**src/rtl/axi_lite_mailbox_drainer.sv**
```systemverilog
// Services a mailbox read-threshold IRQ over AXI-Lite: polls STATUS, drains MBOXR words
// to a valid/ready sink, then clears the IRQ by writing IRQS. Also holds the default lite types.
package ariane_axi_soc;
  typedef struct packed { logic [31:0] addr; logic [2:0] prot; } aw_chan_lite_t;
  typedef struct packed { logic [31:0] data; logic [3:0] strb; } w_chan_lite_t;
  typedef struct packed { logic [1:0] resp; } b_chan_lite_t;
  typedef struct packed { logic [31:0] addr; logic [2:0] prot; } ar_chan_lite_t;
  typedef struct packed { logic [31:0] data; logic [1:0] resp; } r_chan_lite_t;
  typedef struct packed {
    aw_chan_lite_t aw;
    logic          aw_valid;
    w_chan_lite_t  w;
    logic          w_valid;
    logic          b_ready;
    ar_chan_lite_t ar;
    logic          ar_valid;
    logic          r_ready;
  } req_lite_t;
  typedef struct packed {
    logic          aw_ready;
    logic          w_ready;
    b_chan_lite_t  b;
    logic          b_valid;
    logic          ar_ready;
    r_chan_lite_t  r;
    logic          r_valid;
  } resp_lite_t;
endpackage

module axi_lite_mailbox_drainer #(
  parameter int unsigned AxiAddrWidth = 32,
  parameter int unsigned AxiDataWidth = 32,
  parameter int unsigned MaxDrain     = 8,
  parameter type req_lite_t  = ariane_axi_soc::req_lite_t,
  parameter type resp_lite_t = ariane_axi_soc::resp_lite_t
) (
  input  logic                    clk_i,
  input  logic                    rst_i,
  input  logic                    en_i,
  input  logic                    irq_i,
  input  logic [AxiAddrWidth-1:0] base_addr_i,
  output req_lite_t               mst_req_o,
  input  resp_lite_t              mst_resp_i,
  output logic [AxiDataWidth-1:0] data_o,
  output logic                    valid_o,
  input  logic                    ready_i,
  output logic                    busy_o,
  output logic                    err_o
);
  // Handshakes: a channel transfers on a rising clk_i edge where its valid and ready
  // are both high; valid and payload are held unchanged until that edge.

  localparam logic [1:0]              RespOkay  = 2'b00;
  localparam logic [7:0]              MaxCnt    = 8'(MaxDrain);
  localparam logic [AxiAddrWidth-1:0] OffMboxr  = AxiAddrWidth'(32'h04);
  localparam logic [AxiAddrWidth-1:0] OffStatus = AxiAddrWidth'(32'h08);
  localparam logic [AxiAddrWidth-1:0] OffIrqs   = AxiAddrWidth'(32'h18);

  typedef enum logic [2:0] {IDLE, ST_AR, ST_R, DT_AR, DT_R, PUSH, CLR_AW, CLR_B} state_e;

  state_e                  state_q;
  logic [AxiAddrWidth-1:0] base_q;
  logic [7:0]              cnt_q;
  logic [AxiDataWidth-1:0] data_q;
  logic                    err_q, valid_q;
  logic                    ar_valid_q, r_ready_q, aw_valid_q, w_valid_q, b_ready_q;

  always_ff @(posedge clk_i) begin
    if (rst_i) begin
      state_q    <= IDLE;
      base_q     <= '0;
      cnt_q      <= '0;
      data_q     <= '0;
      err_q      <= 1'b0;
      valid_q    <= 1'b0;
      ar_valid_q <= 1'b0;
      r_ready_q  <= 1'b0;
      aw_valid_q <= 1'b0;
      w_valid_q  <= 1'b0;
      b_ready_q  <= 1'b0;
    end else begin
      case (state_q)
        IDLE: begin
          if (en_i && irq_i) begin
            base_q     <= base_addr_i;
            ar_valid_q <= 1'b1;
            state_q    <= ST_AR;
          end
        end
        ST_AR, DT_AR: begin
          if (mst_resp_i.ar_ready) begin
            ar_valid_q <= 1'b0;
            r_ready_q  <= 1'b1;
            state_q    <= (state_q == ST_AR) ? ST_R : DT_R;
          end
        end
        ST_R: begin
          if (mst_resp_i.r_valid) begin
            r_ready_q <= 1'b0;
            if (mst_resp_i.r.resp != RespOkay) err_q <= 1'b1;
            // Empty mailbox or drain budget spent: acknowledge the IRQ.
            if (mst_resp_i.r.data[0] || cnt_q == MaxCnt) begin
              aw_valid_q <= 1'b1;
              w_valid_q  <= 1'b1;
              state_q    <= CLR_AW;
            end else begin
              ar_valid_q <= 1'b1;
              state_q    <= DT_AR;
            end
          end
        end
        DT_R: begin
          if (mst_resp_i.r_valid) begin
            r_ready_q <= 1'b0;
            if (mst_resp_i.r.resp != RespOkay) err_q <= 1'b1;
            data_q  <= mst_resp_i.r.data;
            cnt_q   <= cnt_q + 8'd1;
            valid_q <= 1'b1;
            state_q <= PUSH;
          end
        end
        PUSH: begin
          if (ready_i) begin
            valid_q    <= 1'b0;
            ar_valid_q <= 1'b1;
            state_q    <= ST_AR;
          end
        end
        CLR_AW: begin
          if (mst_resp_i.aw_ready) aw_valid_q <= 1'b0;
          if (mst_resp_i.w_ready)  w_valid_q  <= 1'b0;
          if ((!aw_valid_q || mst_resp_i.aw_ready) && (!w_valid_q || mst_resp_i.w_ready)) begin
            b_ready_q <= 1'b1;
            state_q   <= CLR_B;
          end
        end
        CLR_B: begin
          if (mst_resp_i.b_valid) begin
            b_ready_q <= 1'b0;
            if (mst_resp_i.b.resp != RespOkay) err_q <= 1'b1;
            cnt_q   <= '0;
            state_q <= IDLE;
          end
        end
        default: state_q <= IDLE;
      endcase
    end
  end

  always_comb begin
    mst_req_o          = '0;
    mst_req_o.ar_valid = ar_valid_q;
    mst_req_o.ar.addr  = (state_q == DT_AR) ? base_q + OffMboxr : base_q + OffStatus;
    mst_req_o.r_ready  = r_ready_q;
    mst_req_o.aw_valid = aw_valid_q;
    mst_req_o.aw.addr  = base_q + OffIrqs;
    mst_req_o.w_valid  = w_valid_q;
    mst_req_o.w.data   = AxiDataWidth'(32'h2);
    mst_req_o.w.strb   = '1;
    mst_req_o.b_ready  = b_ready_q;
  end

  assign data_o  = data_q;
  assign valid_o = valid_q;
  assign busy_o  = (state_q != IDLE);
  assign err_o   = err_q;

endmodule

```
**config.mk**
```make
export PLATFORM = sky130hd
export DESIGN_NAME = axi_lite_mailbox_drainer
export DESIGN_NICKNAME = d
export VERILOG_FILES = /design/src/rtl/axi_lite_mailbox_drainer.sv
export SDC_FILE = /design/constraint.sdc
export NUM_CORES = 1
export LEC_CHECK = 0
export ABC_AREA = 1
export CORE_ASPECT_RATIO = 0.75
export CORE_MARGIN = 4
export CORE_UTILIZATION = 43
export DETAILED_ROUTE_END_ITERATION = 10
export PLACE_DENSITY = 0.91
export REMOVE_ABC_BUFFERS = 1
export SYNTH_ARGS = -nofsm -noshare
export SYNTH_HDL_FRONTEND = slang
export SYNTH_SLANG_ARGS = --single-unit
```
**constraint.sdc**
```tcl
create_clock -name clk_i -period 2 [get_ports clk_i]
set_input_delay 0.3 -clock clk_i [delete_from_list [all_inputs] [get_ports clk_i]]
set_output_delay 0.3 -clock clk_i [all_outputs]
set_load 0.01 [all_outputs]
```
==> flow_summary.toml, run 1 <==
[placement]
place_congestion = 0.925
place.port_buffers = 181
dp_hpwl_um = 13100

[sta]
rsz0062_at_grt = "true"
timing.final.crit_share = 1.14
tightest_slew_ps = 542
max-slew-margin-rel = 0.638
final_max_slew_viol_count = 0
fin_skew_ps = 7.14
setup_ws_ps = -285
max_clock_freq_mhz = 438
finalHoldViolCount = 0
period_needed_ps = 2290
fin_hold_ws_ps = 451
setup-violations-final = 39

[clock_tree]
clk-insertion-delay-late_ps = 340
root_buffer = "clkbuf_16"
clkTransAtPathRegs_ps = 70
htreeDepth = 3
cts_made_buffers = 9
cts_tree = "yes"
hold_buffers = 0
cts_buffer_depth = 2
cts_sinks = 82

[die]
ioPinCount = 224
start_util = 0.440
row_count = 34
fp.dieArea_um2 = 13700
design.core.area_um2 = 11600
die_h_um = 102
dieWidth_um = 134

[drt]
routedWlPerCell_um = 17.5
vias = 6156
drtAntennaViolNets = 0
drt_wl_total_um = 21300
first_pass_iters = 5
drt_iter0_markers = 505
vias_per_cell = 5.05
drc = 0

[pwr]
power_density_nw_per_um2 = 750
total_power_uw = 6550
ir_worst_vdd_mv = 0.525
p_leak_uw = 0.00407

[global_route]
grt_pass1_wl_um = 28700
grt_usage = 0.264
antenna_found_initial = 0
overflow = 0
grt_max_degree = 65
grt_pass1_vias = 5759

[setup_path]
startpoint_type = "register"
path_class = "reg -> out"
cp.arrival_ps = 1990
crit_path_cell_trace = "nand2_4, nor3_4, buf_6, inv_6, nor2_4, buf_6, nand2_4, xor2_1, buf_2"
crit_fanout = 3
cp.required_ps = 1700
crit_path_end_kind = "primary output"
worst_path_max_delay_cell = "dfxtp_4"
critical-path-max-stage-delay_ps = 410

[finish]
antenna_cells = 0
drive_above_1_share = 0.365
mostFrequentLayoutCells = "clkdlybuf4s50_1 (123), nor2_1 (103), buf_4 (91)"
area_growth_syn_to_layout_pct = 71.7
nNetsFinal = 1134
mostFrequentLayoutCell = "clkdlybuf4s50_1"

[logic_synthesis]
ys_top_cells_by_area = "dfxtp_1 (32%), nand2_1 (9.6%), nor2_1 (9.1%)"
yosysTopAreaCellShare = 0.323
netlist_area_um2 = 5090
synth_area_leader_cell = "dfxtp_1"
syn_inst = 761
ys_ff_latch = 82
ys_warn_count = 0
postSynthAreaPerCell_um2 = 6.69
ys_seq_area_frac = 0.323
yosysUniqueCellTypes = 33

[run_status]
status = "finished, violations left"
violations = "setup timing"

[job]
max-cap-violations = 0

[worst_hold_path]
hold_class = "reg -> reg"
-- stage by stage --
| step | utilization | cell area [um2] | cells | setup WS (ps) | setup TNS [ps] |
|---|---|---|---|---|---|
| after CTS | 0.712 | 8240 | 1208 | -118 | -859 |
| after global placement | 0.646 | 7470 | 1162 | -239 | -5330 |
| after global routing | 0.755 | 8740 | 1218 | -330 | -7740 |
| final | 0.755 | 8740 | 1218 | -285 | -5250 |
| after detailed placement | 0.646 | 7470 | 1162 | -234 | -6860 |
| after floorplan | - | 4730 | 724 | 2.09 | 0 |
-- kinds of logic (layout without fill, tap and decap cells) --
group,after synthesis,count (layout),share of synthesized area
flops,82,82,0.323
buf+inv,163,418,0.164
simple gates,338,338,0.297
fa+ha+maj,6,6,0.0143
compound gates,128,128,0.128
other cells,2,42,0.00148
xor+xnor,42,42,0.0723
-- worst max-delay path: cells and delay by family, from the launching register on --
kind	cells	cell delay (ps)
buffers and inverters	4	530
xor gates and xnor gates	1	200
and+or+nand+nor	4	500
DFF	1	410
-- cells in the mapped netlist, drive strengths merged --
cell type	number
nand3	42
maj3	1
nor2	139
conb	2
dfxtp	82
xnor2	1
a31oi	1
o21a	2
nor3	12
nand2	135
o211ai	1
inv	85
ha	5
clkinv	1
buf	64
a21oi	47
o21ai	77
nand4	10
xor2	41
clkbuf	13
-- report_power, final --
group / switching (uW) / leakage [uW] / total (uW) / internal (uW)
registers: 260 / 0.000680 / 2140 / 1880
logic: 1500 / 0.00324 / 2730 / 1230
clock network: 710 / 0.000149 / 1680 / 966
total: 2470 / 0.00407 / 6550 / 4080
-- repair_timing --
item	in CTS	in global routing
endpoints found under the setup margin	58	51
pin swaps	44	66
setup buffers	30	13
resized for setup	335	134
-- worst paths after layout --
path / from / depth (start not counted) / endpoint / slack (ps)
setup / recovery: base_q[9]$_SDFFE_PP0P_ / 9 / mst_req_o[107] / -290
hold / removal: err_o$_SDFFE_PP0P_ / 2 / err_o$_SDFFE_PP0P_ / 450
setup reg to reg: state_q[0]$_SDFFE_PP0P_ / 7 / data_o[24]$_SDFFE_PP0P_ / 370
hold reg to reg: err_o$_SDFFE_PP0P_ / 2 / err_o$_SDFFE_PP0P_ / 450
-- registers in the layout, summed over array words and instances (netlist names), 3 cells and up --
register  flops
state_q       3
cnt_q         8
base_q       32
data_o       32
-- routing by layer --
layer  track usage  vias to the layer above  routed length [um]
met3        0.0738                      101                1850
met5             0                        -                   0
met2         0.431                      325               10100
li1              -                     2892                   -
met4        0.0996                        0                1050
met1         0.336                     2838                8310
-- layout make-up --
cell class	instances	area (um2)
Multi-Input combinational cell	556	3410
Fill cell	826	2840
Timing Repair Buffer	316	2770
Sequential cell	82	1700
Inverter	86	355
Clock buffer	9	225
Tap cell	162	203
Clock inverter	7	67.6
Power figures use the tool's default switching activity.
==> run 2, diff against run 1 <==
--- a/config.mk
+++ b/config.mk
@@ -5,12 +5,10 @@
 export SDC_FILE = /design/constraint.sdc
 export NUM_CORES = 1
 export LEC_CHECK = 0
-export ABC_AREA = 1
 export CORE_ASPECT_RATIO = 0.75
-export CORE_MARGIN = 4
-export CORE_UTILIZATION = 43
+export CORE_UTILIZATION = 42
 export DETAILED_ROUTE_END_ITERATION = 10
-export PLACE_DENSITY = 0.91
+export PLACE_DENSITY = 0.9
 export REMOVE_ABC_BUFFERS = 1
 export SYNTH_ARGS = -nofsm -noshare
 export SYNTH_HDL_FRONTEND = slang
==> flow_summary.toml, run 2 <==
[logic_synthesis]
ys_top_cells_by_area = "dfxtp_1 (33%), nand2_1 (12%), xnor2_1 (8.2%)"
yosysTopAreaCellShare = 0.335
netlist_area_um2 = 4900
synthAdderAreaFrac = 0.0128
synth-simple-area-share = 0.272
synth_most_common_cell = "nand2_1"
synth_common_cells = "nand2_1 (161), dfxtp_1 (82), a21oi_1 (73)"
synth_xor_area_frac = 0.107
synth_top_family_by_area = "simple AND/OR/NAND/NOR gates"
synthMuxAreaShare = 0.00408
ys_ff_latch = 82
synth_flop_cell = "dfxtp_1"
synth_compound_area_frac = 0.125
postSynthAreaPerCell_um2 = 7.62
synth_edf_count = 0
ys_warn_count = 0
ys_seq_area_frac = 0.335
synth_area_leader_cell = "dfxtp_1"
async_reset_ff_frac = 0
syn_inst = 644
yosysUniqueCellTypes = 56

[placement]
dp.cells = 974
place.port_buffers = 181
dp_hpwl_um = 11200
place_congestion = 0.924
place_area_um2 = 6970

[die]
die_h_um = 95.6
design.core.area_um2 = 11100
dieWidth_um = 127
fp.dieArea_um2 = 12100
ioPinCount = 224
start_util = 0.440
row_count = 33

[finish]
mostFrequentLayoutCells = "nand2_1 (154), clkdlybuf4s50_1 (123), a21oi_1 (73)"
mostFrequentLayoutCell = "nand2_1"
final_area_um2 = 7750
antenna_cells = 0
area_growth_syn_to_layout_pct = 57.9
nNetsFinal = 957
utilization = 0.695
fin_cells = 1019
drive_above_1_share = 0.283

[clock_tree]
cts_buffer_depth = 2
root_buffer = "clkbuf_16"
cts_made_buffers = 9
cts_tree = "yes"
htreeDepth = 3
cts_sinks = 82
clk-insertion-delay-late_ps = 340
clkTransAtPathRegs_ps = 60

[drt]
drt_iter0_markers = 336
routedWlPerCell_um = 17.2
first_pass_iters = 5
drt_wl_total_um = 17500
drtAntennaViolNets = 0
drc = 0
vias = 5371
vias_per_cell = 5.27

[sta]
period_needed_ps = 2310
fin_hold_ws_ps = 347
timing.final.crit_share = 1.16
setup_ws_ps = -312
fin_skew_ps = 10.2
finalHoldViolCount = 0
max_clock_freq_mhz = 433
tns_ps = -8890
final_max_slew_viol_count = 0
rsz0062_at_grt = "true"
setup-violations-final = 44

[setup_path]
crit_fanout = 3
cp-startpoint = "base_q[5]$_SDFFE_PP0P_"
critical-path-max-stage-delay_ps = 390
startpoint_type = "register"
cp.required_ps = 1700
critPathMostFrequentCell = "buf_6"
r2r_start = "cnt_q[0]$_SDFFE_PP0P_"
worst_path_max_delay_cell = "nor4_4"
crit_path_cell_trace = "nand2_2, buf_6, nor4_4, buf_4, buf_6, buf_6, nand3_2, xnor2_1, buf_2"
path_class = "reg -> out"
crit_path_end_kind = "primary output"
cp.arrival_ps = 2010

[pwr]
ir_worst_vdd_mv = 0.533
p_leak_uw = 0.00319
power_density_nw_per_um2 = 659

[worst_hold_path]
min_from = "rst_i"
hold_class = "in -> reg"

[global_route]
antenna_found_initial = 0
overflow = 0
grt_pass1_wl_um = 25100
grt_max_degree = 43
grt_pass1_vias = 5019
grt_usage = 0.265

[run_status]
status = "finished, violations left"
violations = "setup timing"

[job]
max-cap-violations = 0
run 2: cell types whose count changed after synthesis, sizes merged, moves of 26 or more:
cell    previous run  this run
nor2             139        31
inv               85         9
o21ai             77         8
xnor2              1        46
xor2              41        14
a21oi             47        73
clkbuf            13        39
nand2            135       161
run 2: routing by layer:
metal | share of wire | routed length [um] | GRT usage | vias up
met5 | 0 | 0 | 0 | -
met4 | 0.030 | 529 | 0.0853 | 0
met3 | 0.086 | 1500 | 0.0915 | 55
met2 | 0.47 | 8310 | 0.436 | 260
met1 | 0.41 | 7160 | 0.326 | 2553
li1 | - | - | - | 2503
run 2: cells by family (layout without fill, tap and decap cells):
group,after synthesis,after routing
AOI/OAI and AO/OA,106,106
xor gates and xnor gates,60,60
adders and majority gates,5,5
buffers and inverters,111,306
DFF,82,82
muxes,2,2
other,2,42
and+or+nand+nor,276,276
run 2: area by class of cell:
cell class                 count  area (um2)
fill                         834        3400
multi-input combinational    491        3080
timing repair buffer         281        2490
sequential                    82        1680
clock buffer                  11         243
tap                          140         175
clock inverter                 5        40.0
inverter                       9        33.8
run 2: critical path: cells and delay by family (launching register included):
kind | cells | cell delay (ps)
buffers and inverters | 5 | 670
xor gates and xnor gates | 1 | 140
and+or+nand+nor | 3 | 520
DFF | 1 | 340
run 2: repair_timing:
action / in CTS / in global routing
pin swaps: 49 / 26
buffers inserted: 16 / 14
gates cloned: 3 / 0
hold buffers: 0 / 0
resized for setup: 283 / 53
setup endpoints to repair: 58 / 55
run 2: stage by stage:
step,total power (uW),worst slack [ps]
5_1_grt,5330,-427
4_1_cts,5030,-258
3_3_place_gp,3480,-268
3_5_place_dp,3520,-340
2_1_floorplan,2570,-924
6_report,5110,-312
run 2: report_power, final:
group          internal, uW  total, uW  switching (uW)  leakage (uW)
Clock                   880       1580             695      0.000128
Combinational           794       1660             865       0.00239
Sequential             1750       1870             118      0.000674
run 2: final timing paths:
| path | endpoint | slack, ps | cells after the start |
|---|---|---|---|
| setup / recovery | mst_req_o[108] | -310 | 9 |
| hold reg to reg | data_o[3]$_SDFFE_PP0P_ | 450 | 2 |
| setup reg to reg | w_valid_q$_SDFFE_PP0P_ | 140 | 6 |
| hold / removal | cnt_q[1]$_SDFFE_PP0P_ | 350 | 2 |
==> run 3, diff against run 2 <==
--- a/config.mk
+++ b/config.mk
@@ -8,6 +8,7 @@
 export CORE_ASPECT_RATIO = 0.75
 export CORE_UTILIZATION = 42
 export DETAILED_ROUTE_END_ITERATION = 10
+export HOLD_SLACK_MARGIN = 0.15
 export PLACE_DENSITY = 0.9
 export REMOVE_ABC_BUFFERS = 1
 export SYNTH_ARGS = -nofsm -noshare
==> results of run 3 <==
No change in the layout: final DEF, timing and power equal those of run 2.
